==> config.mk <==
export PLATFORM = sky130hd
export DESIGN_NAME = nes_pad_poller
export DESIGN_NICKNAME = d
export VERILOG_FILES = /design/src/rtl/nes_pad_poller.sv
export SDC_FILE = /design/constraint.sdc
export NUM_CORES = 1
export LEC_CHECK = 0
export BUFFER_PORTS_ARGS = -buffer_cell sky130_fd_sc_hd__buf_2
export CORE_UTILIZATION = 46
export CTS_BUF_LIST = sky130_fd_sc_hd__clkbuf_16
export DETAILED_ROUTE_END_ITERATION = 7
export MAX_ROUTING_LAYER = met4
export PLACE_DENSITY = 0.65
export SKIP_CTS_REPAIR_TIMING = 1
export SLEW_MARGIN = 30
export SYNTH_ARGS = -nofsm -noshare
export SYNTH_HDL_FRONTEND = slang
export SYNTH_SLANG_ARGS = --single-unit
==> constraint.sdc <==
create_clock -name clk -period 2.2 [get_ports clk]
set_input_delay 0.44 -clock clk [delete_from_list [all_inputs] [get_ports clk]]
set_output_delay 0.44 -clock clk [all_outputs]
set_load 0.05 [all_outputs]
==> src/rtl/nes_pad_poller.sv <==
// nes_pad_poller: reads a native NES pad (latch, 7 or 8 clock pulses, serial data) once per poll
// and publishes an atomic active-high snapshot. Define NES_PRESENCE_DETECT_EN for a ninth presence bit.
module nes_pad_poller #(
    parameter int HALF_PERIOD = 150
) (
    input  logic       clk,
    input  logic       reset,
    input  logic       poll,
    input  logic       nes_data,
    output logic       nes_latch,
    output logic       nes_clk,
    output logic [7:0] buttons,
    output logic       valid,
    output logic       busy,
    output logic       present,
    output logic [2:0] dbg_state
);

    localparam int CW = $clog2(2 * HALF_PERIOD + 1);
`ifdef NES_PRESENCE_DETECT_EN
    localparam int NBITS = 9;
`else
    localparam int NBITS = 8;
`endif
    localparam int IW = $clog2(NBITS);

    localparam logic [CW-1:0] LOAD_LATCH = CW'(2 * HALF_PERIOD - 1);
    localparam logic [CW-1:0] LOAD_HALF  = CW'(HALF_PERIOD - 1);
    localparam logic [IW-1:0] LAST_BIT   = IW'(NBITS - 1);

    typedef enum logic [2:0] {
        S_IDLE   = 3'd0,
        S_LATCH  = 3'd1,
        S_WAIT0  = 3'd2,
        S_CLK_HI = 3'd3,
        S_CLK_LO = 3'd4,
        S_DONE   = 3'd5
    } state_t;

    state_t            state_q;
    logic [CW-1:0]     cnt_q;
    logic [IW-1:0]     bit_q;
    logic [NBITS-1:0]  shift_q;
    logic              latch_q;
    logic              nclk_q;
    logic [7:0]        buttons_q;
    logic              valid_q;
    logic              busy_q;
`ifdef NES_PRESENCE_DETECT_EN
    logic              present_q;
`endif

    // poll is a one-cycle request, taken only in IDLE and never in the cycle valid is high;
    // valid is a one-cycle pulse with no backpressure. Pins trail the state by one register stage.
    always_ff @(posedge clk or posedge reset) begin
        if (reset) begin
            state_q   <= S_IDLE;
            cnt_q     <= '0;
            bit_q     <= '0;
            shift_q   <= '0;
            latch_q   <= 1'b0;
            nclk_q    <= 1'b0;
            buttons_q <= 8'h00;
            valid_q   <= 1'b0;
            busy_q    <= 1'b0;
`ifdef NES_PRESENCE_DETECT_EN
            present_q <= 1'b0;
`endif
        end else begin
            latch_q <= (state_q == S_LATCH);
            nclk_q  <= (state_q == S_CLK_HI);
            busy_q  <= (state_q inside {S_LATCH, S_WAIT0, S_CLK_HI, S_CLK_LO});
            valid_q <= (state_q == S_DONE);
            case (state_q)
                S_IDLE: begin
                    if (poll && !valid_q) begin
                        state_q <= S_LATCH;
                        cnt_q   <= LOAD_LATCH;
                        bit_q   <= '0;
                    end
                end
                S_LATCH: begin
                    if (cnt_q == '0) begin
                        state_q <= S_WAIT0;
                        cnt_q   <= LOAD_HALF;
                    end else begin
                        cnt_q <= cnt_q - CW'(1);
                    end
                end
                S_WAIT0: begin
                    if (cnt_q == '0) begin
                        shift_q[0] <= nes_data;
                        bit_q      <= IW'(1);
                        state_q    <= S_CLK_HI;
                        cnt_q      <= LOAD_HALF;
                    end else begin
                        cnt_q <= cnt_q - CW'(1);
                    end
                end
                S_CLK_HI: begin
                    if (cnt_q == '0) begin
                        state_q <= S_CLK_LO;
                        cnt_q   <= LOAD_HALF;
                    end else begin
                        cnt_q <= cnt_q - CW'(1);
                    end
                end
                S_CLK_LO: begin
                    if (cnt_q == '0) begin
                        shift_q[bit_q] <= nes_data;
                        if (bit_q == LAST_BIT) begin
                            state_q <= S_DONE;
                        end else begin
                            bit_q   <= bit_q + IW'(1);
                            state_q <= S_CLK_HI;
                            cnt_q   <= LOAD_HALF;
                        end
                    end else begin
                        cnt_q <= cnt_q - CW'(1);
                    end
                end
                S_DONE: begin
`ifdef NES_PRESENCE_DETECT_EN
                    buttons_q <= shift_q[NBITS-1] ? 8'h00 : ~shift_q[7:0];
                    present_q <= ~shift_q[NBITS-1];
`else
                    buttons_q <= ~shift_q[7:0];
`endif
                    state_q <= S_IDLE;
                end
                default: state_q <= S_IDLE;
            endcase
        end
    end

    assign nes_latch = latch_q;
    assign nes_clk   = nclk_q;
    assign buttons   = buttons_q;
    assign valid     = valid_q;
    assign busy      = busy_q;
    assign dbg_state = state_q;
`ifdef NES_PRESENCE_DETECT_EN
    assign present   = present_q;
`else
    assign present   = 1'b1;
`endif

endmodule

==> flow_summary.ini <==
[clocking]
clock_path_buffers = 2
cts_tree = done
cts_sinks = 35
h-tree-depth = 2
cts.clk_slew.worst_paths_ps = 50
clock_latency_ps = 280
numCtsBuffers = 5
root_buffer = clkbuf_16

[global_routing]
grt-ovfl-total = 0
grt_pass1_wl_mm = 6.465
gr-usage-all-layers_pct = 21.19
antenna_found_initial = 0
grt_start_max_net_pins = 36
grt_pass1_vias = 1414

[synthesis]
synth.distinct_cells = 43
synth_xor_area_share_pct = 0.4947
syn_avg_cell_area_um2 = 10.12
synth_top_family_by_area = simple AND/OR/NAND/NOR gates
syn_area_um2 = 1770
netlist_instances = 175
ys_ff_latch = 35
synth_edf_count = 0
synth_fa_ha_area_share_pct = 2.120
synth_compound_area_share_pct = 13.78
synth_ff_type = dfrtp_1
synth_fp_nets = 182
synth.area.mux_share_pct = 7.067
synth-simple-area-share_pct = 22.47
ys_seq_area_share_pct = 49.47
async_flop_share_pct = 100.0
ys_warn_count = 0

[sta]
finalMaxSlewViolations = 0
setup_viol = 0
max_slew_margin_pct = 58.95
period_share_pct = 93.41
max_freq_mhz = 486.6
skew_ps = 4.206
timing.setup.tns_ps = 0
rsz0062_at_grt = false
period_minus_slack_ps = 2055
worst_pin_slew_ps = 610.1
hold_viol = 0

[finish]
final_cells = 248
n_fill_cell = 326
area_delta_synth_final_pct = 16.89
diodes = 0
final_common_cell = dfrtp_1
drive_above_1_share_pct = 25.00
most-common-layout-cells = dfrtp_1, nand2_1, buf_2
final_net_count = 206

[floorplan]
die_area_um2 = 4101
die_x_um = 64.04
start_util_pct = 48.00
die_h_um = 64.04
core-area_um2 = 3689
ios = 20
fp-row-count = 22

[worst_setup_path]
cpPeakStageDelay_ps = 430
critPathLaunchType = flip-flop
critPathRequiredTime_ps = 2360
crit_fanout = 6
critPathArrivalTime_ps = 2220
r2r_end = bit_q[0]$_DFFE_PP0P_
cp_num_buf_inv = 2
rrSetupSlack_ps = 150
critPathKind = flip-flop to flip-flop
path_delay_family = flip-flops
crit_path_start = cnt_q[0]$_DFFE_PP0P_
path_cells = inv_1 > ha_1 > nor4b_4 > buf_4 > a31oi_1 > a21oi_1 > mux2_2
cp_slowest_cell = dfrtp_1
crit_cells = 7
cp-end-kind = flip-flop
r2r-start = cnt_q[0]$_DFFE_PP0P_
ff2ff_path_depth = 7

[drt]
routed_wl_mm = 3.675
ant_nets = 0
drtPass1Iterations = 4
drc_errors = 0
drt_iter0_drc = 118
routed_via_density = 5.702
routedWlPerCell_um = 14.82
vias = 1414

[power]
leakage_nw = 0.9425
p_sw_mw = 0.2770
switching_share_pct = 20.67
ir_worst_vdd_v = 0.0004694
pwr-share-comb_pct = 1.9
seqPwrFrac_pct = 48.2
p_per_area_nw_per_um2 = 647.6
power_frac_clock_pct = 49.9
intPower_mw = 1.063

[placement]
hpwlAfterDp_mm = 2.555
gp_congestion = 0.8735
io_buffers = 18
placed_cells = 240

[hold_path]
min_path_type = input port to async pin

[job]
cap_violations = 0

[status]
outcome = finished clean
-- flip-flops by register name, indices dropped and copies added (netlist names) --
signal and count:
bit_q 3, busy 1, buttons 8, cnt_q 9, dbg_state 3, nes_clk 1, nes_latch 1, shift_q 8
valid 1
-- power groups by stage --
| stage | clock, mW | sequential, mW | combinational [mW] |
|---|---|---|---|
| after CTS | 0.677 | 0.646 | 0.0263 |
| final | 0.669 | 0.646 | 0.0252 |
| after floorplan | 0 | 0.657 | 0.0181 |
| after detailed placement | 0 | 0.657 | 0.0263 |
| after global routing | 0.713 | 0.645 | 0.0294 |
| after global placement | 0 | 0.657 | 0.0256 |
-- final cells by class --
| cell class | instances | area (µm²) | area share (%) |
|---|---|---|---|
| clock buffer | 5 | 125.1 | 6.046 |
| clock inverter | 3 | 16.27 | 0.7860 |
| inverter | 8 | 30.03 | 1.451 |
| multi-input combinational | 124 | 819.5 | 39.60 |
| sequential | 35 | 875.8 | 42.32 |
| tap | 48 | 60.06 | 2.902 |
| timing repair buffer | 25 | 142.6 | 6.892 |
-- cell families after synthesis --
family	after synthesis
flops	35
fa+ha+maj	3
other cells	1
compound gates	38
buf+inv	16
xor+xnor	1
mux	11
simple gates	70
-- how the worst max path moves through the flow --
stage	to	slack [ps]
after floorplan	shift_q[5]$_DFFE_PP0P_	240
after global placement	cnt_q[2]$_DFFE_PP0P_	280
after detailed placement	cnt_q[2]$_DFFE_PP0P_	180
after CTS	shift_q[5]$_DFFE_PP0P_	170
after global routing	shift_q[5]$_DFFE_PP0P_	40
final	bit_q[0]$_DFFE_PP0P_	150
-- layer usage --
metal | vias to the layer above | wire length, µm | track usage (%) | share of wire (%)
met5 | - | 0 | - | 0
met4 | 0 | 43 | 7.386 | 1.2
met3 | 7 | 133 | 5.714 | 3.6
met2 | 39 | 1855 | 32.98 | 50
met1 | 686 | 1642 | 26.55 | 45
li1 | 682 | - | - | -
-- synth_stat cells (2+ instances only) --
master     n  area (µm²)
a31oi_1    3       18.77
o21ai_0   14       70.07
nand2b_1   3       18.77
o21a_1     3       22.52
mux2_2     8       90.09
o32ai_1    2       17.52
nand3_1    5       25.02
a21oi_1    4       20.02
ha_1       3       37.54
inv_1      8       30.03
nor2b_1    2       12.51
o31ai_1    2       15.01
or3_1      5       31.28
a211oi_1   3       22.52
dfrtp_1   35       875.8
clkbuf_1   3       11.26
o22a_1     2       17.52
nor2_1     9       33.78
buf_4      2       15.01
nor4_1     5       31.28
nand2_1   21       78.83
buf_2      2       10.01
nor3_1     8       40.04
nor3b_1    3       22.52
mux2i_1    2       20.02
-- metrics by stage --
stage | total power [mW] | setup slack [ps] | area, µm² | hold slack [ps] | utilization (%)
detailed placement | 0.6834 | 179.0 | 1926 | 455.2 | 52.20
CTS | 1.349 | 167.6 | 2067 | 273.9 | 56.04
finish | 1.340 | 145.1 | 2069 | 251.3 | 56.11
global placement | 0.6827 | 276.1 | 1926 | 450.1 | 52.20
floorplan | 0.6749 | 235.8 | 1770 | 435.7 | -
global route | 1.388 | 36.52 | 2069 | 301.2 | 56.11
-- worst reg2reg max path, stage by stage, from the launching register on --
cell     delay (ps)
dfrtp_1         430
inv_1            90
ha_1            230
nor4b_4         260
buf_4           190
a31oi_1         100
a21oi_1         270
mux2_2          370
(Power assumes the default switching activity.)
